==> config.mk <==
export PLATFORM = sky130hd
export DESIGN_NAME = ecb_row_decryptor
export DESIGN_NICKNAME = d
export VERILOG_FILES = /design/src/rtl/ecb_row_decryptor.sv
export SDC_FILE = /design/constraint.sdc
export NUM_CORES = 1
export LEC_CHECK = 0
export CELL_PAD_IN_SITES_DETAIL_PLACEMENT = 1
export CELL_PAD_IN_SITES_GLOBAL_PLACEMENT = 2
export CORE_AREA = 2 2 327 329
export DETAILED_ROUTE_END_ITERATION = 8
export DIE_AREA = 0 0 329 331
export GPL_TIMING_DRIVEN = 0
export PLACE_DENSITY = 0.69
export SYNTH_ARGS = -nofsm -noshare
export SYNTH_HDL_FRONTEND = slang
export SYNTH_SLANG_ARGS = --single-unit
==> constraint.sdc <==
create_clock -name clk -period 2.4 [get_ports clk]
set_input_delay 0.48 -clock clk [delete_from_list [all_inputs] [get_ports clk]]
set_output_delay 0.48 -clock clk [all_outputs]
set_load 0.05 [all_outputs]
==> src/rtl/ecb_row_decryptor.sv <==
// Streaming ECB row decryptor: XORs BLOCK_SIZE-bit words with a latched key and assembles an HSIZE-bit row.
// Latency: m_valid rises on the edge accepting the last word. Backpressure: s_ready low while a row is held.
// Optional rows_done counter under ECB_DEC_ROW_COUNT_EN.
module ecb_row_decryptor #(
  parameter int BLOCK_SIZE = 32,
  parameter int HSIZE      = 768
) (
  input  logic                  clk,
  input  logic                  rst_n,
  input  logic [BLOCK_SIZE-1:0] key,
  input  logic                  key_load,
  input  logic                  s_valid,
  output logic                  s_ready,
  input  logic [BLOCK_SIZE-1:0] s_data,
  output logic                  m_valid,
  input  logic                  m_ready,
  output logic [HSIZE-1:0]      m_row,
  output logic                  busy
`ifdef ECB_DEC_ROW_COUNT_EN
  ,
  output logic [15:0]           rows_done
`endif
);

  localparam int WORDS = HSIZE / BLOCK_SIZE;
  localparam int CW    = (WORDS > 1) ? $clog2(WORDS) : 1;
  localparam logic [CW-1:0] LAST = CW'(WORDS - 1);

  typedef enum logic [1:0] {IDLE, FILL, HOLD} state_t;

  state_t                             state;
  logic [CW-1:0]                      cnt;
  logic [BLOCK_SIZE-1:0]              key_q;
  logic [WORDS-1:0][BLOCK_SIZE-1:0]   row_q;
  logic                               accept;

  assign accept = s_valid && s_ready;
  assign m_row  = row_q;

  // Outputs are registered alongside the state so they always match it.
  always_ff @(posedge clk or negedge rst_n) begin
    if (!rst_n) begin
      state   <= IDLE;
      cnt     <= '0;
      key_q   <= '0;
      row_q   <= '0;
      s_ready <= 1'b1;
      m_valid <= 1'b0;
      busy    <= 1'b0;
`ifdef ECB_DEC_ROW_COUNT_EN
      rows_done <= '0;
`endif
    end else begin
      case (state)
        IDLE: begin
          // The first word of a row still uses the old key even if a load coincides.
          if (key_load) key_q <= key;
          if (accept) begin
            row_q[cnt] <= s_data ^ key_q;
            busy       <= 1'b1;
            if (WORDS == 1) begin
              state   <= HOLD;
              s_ready <= 1'b0;
              m_valid <= 1'b1;
            end else begin
              state <= FILL;
              cnt   <= cnt + 1'b1;
            end
          end
        end
        FILL: begin
          if (accept) begin
            row_q[cnt] <= s_data ^ key_q;
            if (cnt == LAST) begin
              cnt     <= '0;
              state   <= HOLD;
              s_ready <= 1'b0;
              m_valid <= 1'b1;
            end else begin
              cnt <= cnt + 1'b1;
            end
          end
        end
        HOLD: begin
          if (m_ready) begin
            state   <= IDLE;
            m_valid <= 1'b0;
            s_ready <= 1'b1;
            busy    <= 1'b0;
`ifdef ECB_DEC_ROW_COUNT_EN
            rows_done <= rows_done + 16'd1;
`endif
          end
        end
        default: begin
          state   <= IDLE;
          cnt     <= '0;
          s_ready <= 1'b1;
          m_valid <= 1'b0;
          busy    <= 1'b0;
        end
      endcase
    end
  end

endmodule

* Word-level counts from Yosys, hierarchy flattened
Index checks and enable logic that the tools add are counted.
Widths: inputs -> output; s select.
** Operators by class
- Add/subtract/negate cells :: 1
- Magnitude comparators :: 2
- Eq/ne operators :: 7
- Muxes and demuxes :: 22
- Bitwise gates (word level) :: 4
- Reduce and logical (&&, ||, !) cells :: 10
** Operators with widths (count)
- $bwmux 768 :: 1
- $demux 32 s5 :: 1
- $mux 32 :: 1
- $xor 32x32->32 :: 1
- $mux 5 :: 3
- $pmux 5 s3 :: 1
- $pmux 1 s3 :: 3
- $mux 2 :: 4
- $ne 2x2->1 const B :: 4
- $reduce_and 4->1 :: 2
- $mux 1 :: 7
- $lt 5x6->1 const B :: 1
- $pmux 2 s3 :: 1
- $reduce_and 3->1 :: 2
- $add 5x1->5 const B :: 1
- $eq 5x5->1 const B :: 1
- $ge 5x1->1 const B :: 1
- $reduce_and 2->1 :: 2
- $not 1->1 :: 3
- $eq 2x1->1 const B :: 1
- $eq 2x2->1 const B :: 1
- $logic_and 1x1->1 :: 2
- $logic_not 2->1 :: 1
- $reduce_or 2->1 :: 1
** Word-level totals
- Flip-flop bits (word level) :: 810
- Input port bits :: 69
- Output and inout bits :: 771
- Word-level logic and storage cells :: 76

* Depth between registers and ports, before layout
Gate-level depths: netlist (run 1).
- Depth after elaboration :: 5
- Mapped depth :: 6
- Depth with buffers taken out :: 5

* Least setup slack after synthesis (run 1)
Ideal clock, no wire load.
- Path type :: register -> register
- Start :: register s_ready
- End :: register row_q (netlist bit m_row[739])
- Setup time :: 0.125 ns
- Data arrival time :: 1.892 ns
- Required time :: 2.275 ns
- Setup slack :: 0.384 ns
- Cell stages (with the launch flop) :: 6
- Buffers on the path :: 2
- Period minus slack after synthesis :: 2.016 ns
- Path through :: dfstp_2 -> buf_2 -> nand4b_1 -> nor2_2 -> buf_4 -> mux2_2
** Between the ends
- Longest elaborated chain between the ends :: 2
** Ends and longest elaborated chain
- start, declared :: line 13 : output logic s_ready,
- start signal, assigned :: line 47 : s_ready <= 1'b1;
- start signal, assigned :: line 63 : s_ready <= 1'b0;
- start signal, assigned :: line 77 : s_ready <= 1'b0;
- $logic_and 1x1->1 :: line 37 : assign accept = s_valid && s_ready;
- $reduce_and 2->1 (no line)
- end signal, assigned by index :: line 59 : row_q[cnt] <= s_data ^ key_q;
- end signal, assigned by index :: line 73 : row_q[cnt] <= s_data ^ key_q;
- end, declared :: line 34 : logic [WORDS-1:0][BLOCK_SIZE-1:0] row_q;
No other way between the ends.
A chain may end at the register's enable or synchronous reset.

* Worst setup path after layout (run 1)
- Start :: register cnt[0]
- End :: register row_q (netlist bit m_row[7])
** Between the ends
- Longest elaborated chain between the ends :: 5
- Elaborated cells on any way between the ends :: 6
- Those cells by class :: 2 x order compare; 3 x mux; 1 x reduce/logical
** Ends and longest elaborated chain
- start, declared :: line 32 : logic [CW-1:0] cnt;
- start signal, assigned :: line 67 : cnt <= cnt + 1'b1;
- start signal, assigned :: line 80 : cnt <= cnt + 1'b1;
- $lt 5x6->1 (implied by the code) / $ge 5x1->1 (equally long branches) :: line 59, 73
- $logic_and 1x1->1 (implied by the code) :: line 59, 73
- $mux 32 (implied by the code) :: line 59, 73
- $demux 32 s5 (*) :: line 59, 73
- $bwmux 768 (*) :: line 59, 73
Mark *: on every way between the ends. The rest lies on a longest branch, timed or not.

==> results of run 1 <==
==> cells in the mapped netlist, types with 6 or more instances <==
cell	count	share of area
clkbuf_1	67	0.0082
nor2_1	9	0.0011
buf_2	76	0.012
xor2_1	32	0.0091
mux2_2	794	0.29
dfrtp_1	809	0.66
nand2_1	19	0.0023
mux2_1	6	0.0022
==> repair_timing <==
action	CTS	global route
endpoints found under the hold margin	82	82
buffers inserted	4	10
gates resized for setup	233	41
endpoints found under the setup margin	728	403
pin swaps	2	7
==> logic make-up (layout without fill, tap and decap cells) <==
family | Yosys count | after routing | synth area share
other | 0 | 13 | 0
AO/OA/AOI/OAI | 15 | 15 | 0.00350
flip-flops | 810 | 810 | 0.660
XOR/XNOR | 33 | 33 | 0.00941
multiplexers | 800 | 800 | 0.293
AND/OR/NAND/NOR | 53 | 53 | 0.0101
adder cells (fa/ha/maj) | 4 | 4 | 0.00163
buffers and inverters | 150 | 1175 | 0.0218
==> power breakdown <==
group	internal (mW)	switching, mW
Clock	8.55	5.71
Sequential	14.4	0.478
Combinational	1.91	5.82
Total	24.9	12.0
==> state kept, by name, indices dropped and copies added (netlist names) <==
register  count
m_valid       1
cnt           5
s_ready       1
m_row       768
busy          1
state         2
key_q        32
==> per-layer routing <==
metal	vias up	GRT usage	share of wire
met1	10263	0.238	0.38
li1	8452	-	-
met3	190	0.0681	0.079
met4	8	0.0887	0.041
met2	678	0.356	0.50
met5	-	0	0.00050
==> through the flow <==
stage                     cells  power (mW)
after floorplan            1865        19.0
after global placement     4095        22.9
after detailed placement   4102        23.2
after CTS                  4272        37.6
after global routing       4291        38.5
final                      4294        36.9
==> worst max path at each step <==
stage / end / slack (ns) / depth (start not counted)
floorplan: m_row[739] / 0.38 / 5
global placement: m_row[333] / -35.18 / 1
detailed placement: m_row[715] / -0.94 / 6
CTS: m_row[365] / -0.07 / 6
global route: m_row[46] / -0.12 / 6
finish: m_row[7] / 0.04 / 6
==> cells in the final DEF, fill, tap and decap left out, types with 5 or more instances in the layout <==
cell type,synthesis,final
bufinv_16,0,6
xor2_2,0,6
clkbuf_4,0,6
buf_16,0,7
mux2_2,794,794
nand2_1,19,5
dlymetal6s2s_1,0,31
buf_12,0,6
clkbuf_1,67,87
clkbuf_8,0,23
nand2_2,0,13
clkbuf_16,0,94
xor2_1,32,26
dlygate4sd2_1,0,188
diode_2,0,13
buf_2,76,57
clkdlybuf4s50_1,0,618
buf_4,3,24
clkinv_2,0,14
mux2_1,6,6
dfrtp_1,809,809
nor2_4,0,8
==> worst max-delay path, stage by stage, from the launching register on <==
cell and delay [ns]:
dfrtp_1 0.44, inv_1 0.10, ha_1 0.23, and4b_1 0.29, nand2_1 0.40, buf_2 0.38
mux2_2 0.37
==> layout make-up <==
class | instances | area (µm²)
Sequential cell | 810 | 20300
Antenna cell | 13 | 32.5
Buffer | 145 | 698
Tap cell | 1391 | 1740
Multi-Input combinational cell | 905 | 9910
Clock inverter | 28 | 335
Timing Repair Buffer | 860 | 8620
Fill cell | 10589 | 60600
Clock buffer | 138 | 2750
Inverter | 4 | 15.0
==> impl_metrics.tcl, run 1 <==
set metrics [dict create \
    status "finished with violations" \
    violations "hold timing" \
    die_area_mm2 0.109 \
    holdWs_ns -0.164 \
    ys_seq_area_frac 0.660 \
    place_area_mm2 0.0411 \
    nets 2891 \
    synth_cell_types 32 \
    root_buffer "clkbuf_16" \
    max_cap_viol_count 0 \
    areaGrowthSynthToFinish_pct 44.5 \
    grt_first_pass_wirelength_um 163000 \
    dieHeight_um 331 \
    final-max-slew-violation-count 0 \
    fin_util 0.423 \
    ir_worst_vdd_v 0.000669 \
    worstReg2RegEnd "m_row[7]" \
    h-tree-depth 3 \
    start_util 0.293 \
    via_per_inst 4.56 \
    cts_tree "built" \
    final_layout_size_suffix_gt1_frac 0.372 \
    grtUsageTotal 0.208 \
    rows 119 \
    fin_area_mm2 0.0444 \
    dp_hpwl_um 86900 \
    postSynthAreaPerCell_um2 16.5 \
    min_period_over_period 0.985 \
    worstPathRequired_ns 2.92 \
    clk_pin_slew_ns 0.06 \
    syn_inst 1865 \
    pre_cts_slack_ns -0.941 \
    rr_startpoint "cnt[0]" \
    cts_buffers 92 \
    worstSetupStartpointType "register" \
    fp.coreArea_mm2 0.105 \
    grt_antenna_before_repair 26 \
    die_x_um 329 \
    finalSetupViolations 0 \
    ys.flop_type "dfrtp_1" \
    crit_start "cnt[0]" \
    ff2ff_path_depth 6 \
    top_level_ports 840 \
    fin_skew_ns 0.0354 \
    tightest_slew_ns 1.22 \
    crit_path_end_kind "register" \
    ys_async_sr_fraction 1.00 \
    wire_per_inst_um 26.8 \
    ys_ff_latch 810 \
    clock_sinks 810 \
    yosysWarnings 0 \
    drtIter0Drc 721 \
    vias 19591 \
    finalHoldViolCount 82 \
    dr.pass1.iters 4 \
    power.leakage_nw 22.5 \
    synthesis.nets 1938 \
    maxSlewHeadroom 0.184 \
    wirelength_um 115000 \
    hp-class "in2async" \
    synth-edff-count 0 \
    tns_ns 0 \
    critical_path_arrival_ns 2.88 \
    worstSetupPathType "reg2reg" \
    ant_nets 0 \
    rsz0062_at_grt "yes" \
    timing.fmax_ghz 0.423 \
    grt_max_degree 124 \
    drc 0 \
    crit_fanout 10 \
    clk_latency_ns 0.67 \
    clockBufferDepth 3 \
    reg2reg_slack_ns 0.04 \
    grt_overflow 0 \
    powerDensity_mw_per_mm2 831 \
    numPortBuffers 839 \
    fin_crit_ns 2.36 \
    syn_area_mm2 0.0307 \
    setup_slack_ns 0.0351 \
    gp_congestion 0.783 \
    grt_pass1_vias 21953 \
]
(Power assumes the default switching activity.)
==> run 2, diff against run 1 <==
--- a/config.mk
+++ b/config.mk
@@ -12,6 +12,7 @@
 export DIE_AREA = 0 0 329 331
 export GPL_TIMING_DRIVEN = 0
 export PLACE_DENSITY = 0.69
+export SLEW_MARGIN = 20
 export SYNTH_ARGS = -nofsm -noshare
 export SYNTH_HDL_FRONTEND = slang
 export SYNTH_SLANG_ARGS = --single-unit
==> impl_metrics.tcl, run 2 (synthesis results as in run 1) <==
set metrics [dict create \
    status "finished clean" \
    clockBufferDepth 3 \
    timing.fmax_ghz 0.419 \
    ant_nets 0 \
    reg2reg_slack_ns 0.01 \
    grt_max_degree 103 \
    drtIter0Drc 697 \
    final-max-slew-violation-count 0 \
    h-tree-depth 3 \
    clk_pin_slew_ns 0.06 \
    fin_skew_ns 0.0295 \
    final.fill_count 10591 \
    crit_fanout 10 \
    areaGrowthSynthToFinish_pct 44.6 \
    rows 119 \
    dr.pass1.iters 4 \
    root_buffer "clkbuf_16" \
    gp_congestion 0.783 \
    fp.coreArea_mm2 0.105 \
    power_switching_mw 12.1 \
    ir_worst_vdd_v 0.000667 \
    finalHoldViolCount 0 \
    powerDensity_mw_per_mm2 834 \
    max_cap_viol_count 0 \
    clkPwrFrac 0.388 \
    grt_antenna_before_repair 23 \
    tightest_slew_ns 1.08 \
    worstSetupStartpointType "register" \
    vias 19726 \
    clk_latency_ns 0.66 \
    rsz0062_at_grt "yes" \
    cts_tree "built" \
    final_layout_size_suffix_gt1_frac 0.372 \
    grt_first_pass_wirelength_um 164000 \
    comb_power_share 0.210 \
    start_util 0.293 \
    p_total_mw 37.0 \
    fin_crit_ns 2.39 \
    drc 0 \
    power.leakage_nw 23.1 \
    via_per_inst 4.58 \
    wire_per_inst_um 26.9 \
    switching_share 0.326 \
    nets 2902 \
    fin_util 0.423 \
    grt_pass1_vias 22063 \
    min_period_over_period 0.994 \
    top_level_ports 840 \
    die_area_mm2 0.109 \
    final_common_cell "dfrtp_1" \
    critical_path_arrival_ns 2.92 \
    worstSetupPathType "reg2reg" \
    grtUsageTotal 0.210 \
    largest_reg_flops 768 \
    die_x_um 329 \
    finalSetupViolations 0 \
    dp_hpwl_um 87500 \
    cts_buffers 93 \
    clock_sinks 810 \
    mostFrequentLayoutCells "dfrtp_1, mux2_2, clkdlybuf4s50_1" \
    dieHeight_um 331 \
    worstPathRequired_ns 2.94 \
    numPortBuffers 839 \
    p_seq_frac 0.402 \
    grt_overflow 0 \
    hp-class "in2async" \
    crit_path_end_kind "register" \
    p_int_mw 24.9 \
    maxSlewHeadroom 0.280 \
    tns_ns 0 \
    wirelength_um 116000 \
]
## run 2: changes by cell type in the layout (fill, tap and decap cells not counted), sizes merged
cell	previous run	this run
dlygate4sd2	188	294
inv	8	5
bufinv	6	5
clkinvlp	3	1
clkbuf	210	218
buf	95	103
dlygate4sd3	0	1
clkinv	15	17
diode	13	14
clkdlybuf4s50	618	512
## run 2: through the flow
stage | cells | hold slack, ns | worst slack [ns] | area, µm²
after floorplan | 1865 | 0.184 | 0.384 | 30700
after detailed placement | 4107 | 0.459 | -0.951 | 41200
after global routing | 4307 | 0.385 | -0.128 | 44400
after global placement | 4095 | 0.474 | -35.18 | 40800
final | 4308 | 0.369 | 0.0143 | 44400
after CTS | 4280 | 0.312 | -0.227 | 44100
## run 2: timing repair
action	4_1_cts	5_1_grt
gates resized for setup	323	46
setup buffers	3	14
endpoints found under the setup margin	819	532
cloned	0	1
pin swaps	2	7
hold endpoints to repair	57	0
hold buffers	1	0
## run 2: final timing paths
path | start | end | cells after the start
hold reg to reg | m_row[718] | m_row[718] | 1
setup reg to reg | cnt[2] | m_row[56] | 5
hold / removal | rst_n | m_row[189] | 2
max in group asynchronous | rst_n | m_row[715] | 5
setup / recovery | cnt[2] | m_row[56] | 5
min in group clk | key[11] | key_q[11] | 2
## run 2: final cells by class
| type | count | area [µm²] | area share |
|---|---|---|---|
| diodes | 14 | 35.0 | 0.000789 |
| clock buffers | 145 | 2830 | 0.0637 |
| well taps | 1391 | 1740 | 0.0392 |
| multi-input cells | 905 | 9920 | 0.223 |
| flip-flops and latches | 810 | 20300 | 0.457 |
| plain buffers | 145 | 678 | 0.0153 |
| clock inverters | 24 | 282 | 0.00634 |
| inverters | 4 | 15.0 | 0.000338 |
| repair buffers | 870 | 8630 | 0.194 |
## run 2: power by group through the flow
stage                     sequential, mW  clock, mW  combinational [mW]
final                               14.9       14.4                7.77
after global routing                15.0       15.4                8.32
after CTS                           14.9       14.8                8.05
after detailed placement            15.1          0                8.12
after global placement              15.1          0                7.73
after floorplan                     16.7          0                2.38
## run 2: critical path: stages, from the launching register on
cell and delay [ns]:
dfrtp_1 0.35, buf_2 0.18, nor3_1 0.52, nand2_1 0.50, buf_2 0.39, mux2_2 0.31
## run 2: layer usage
metal,part of all wire,track usage
met2,0.49,0.353
met5,0.00023,0
met4,0.046,0.0983
met1,0.39,0.243
met3,0.075,0.0662
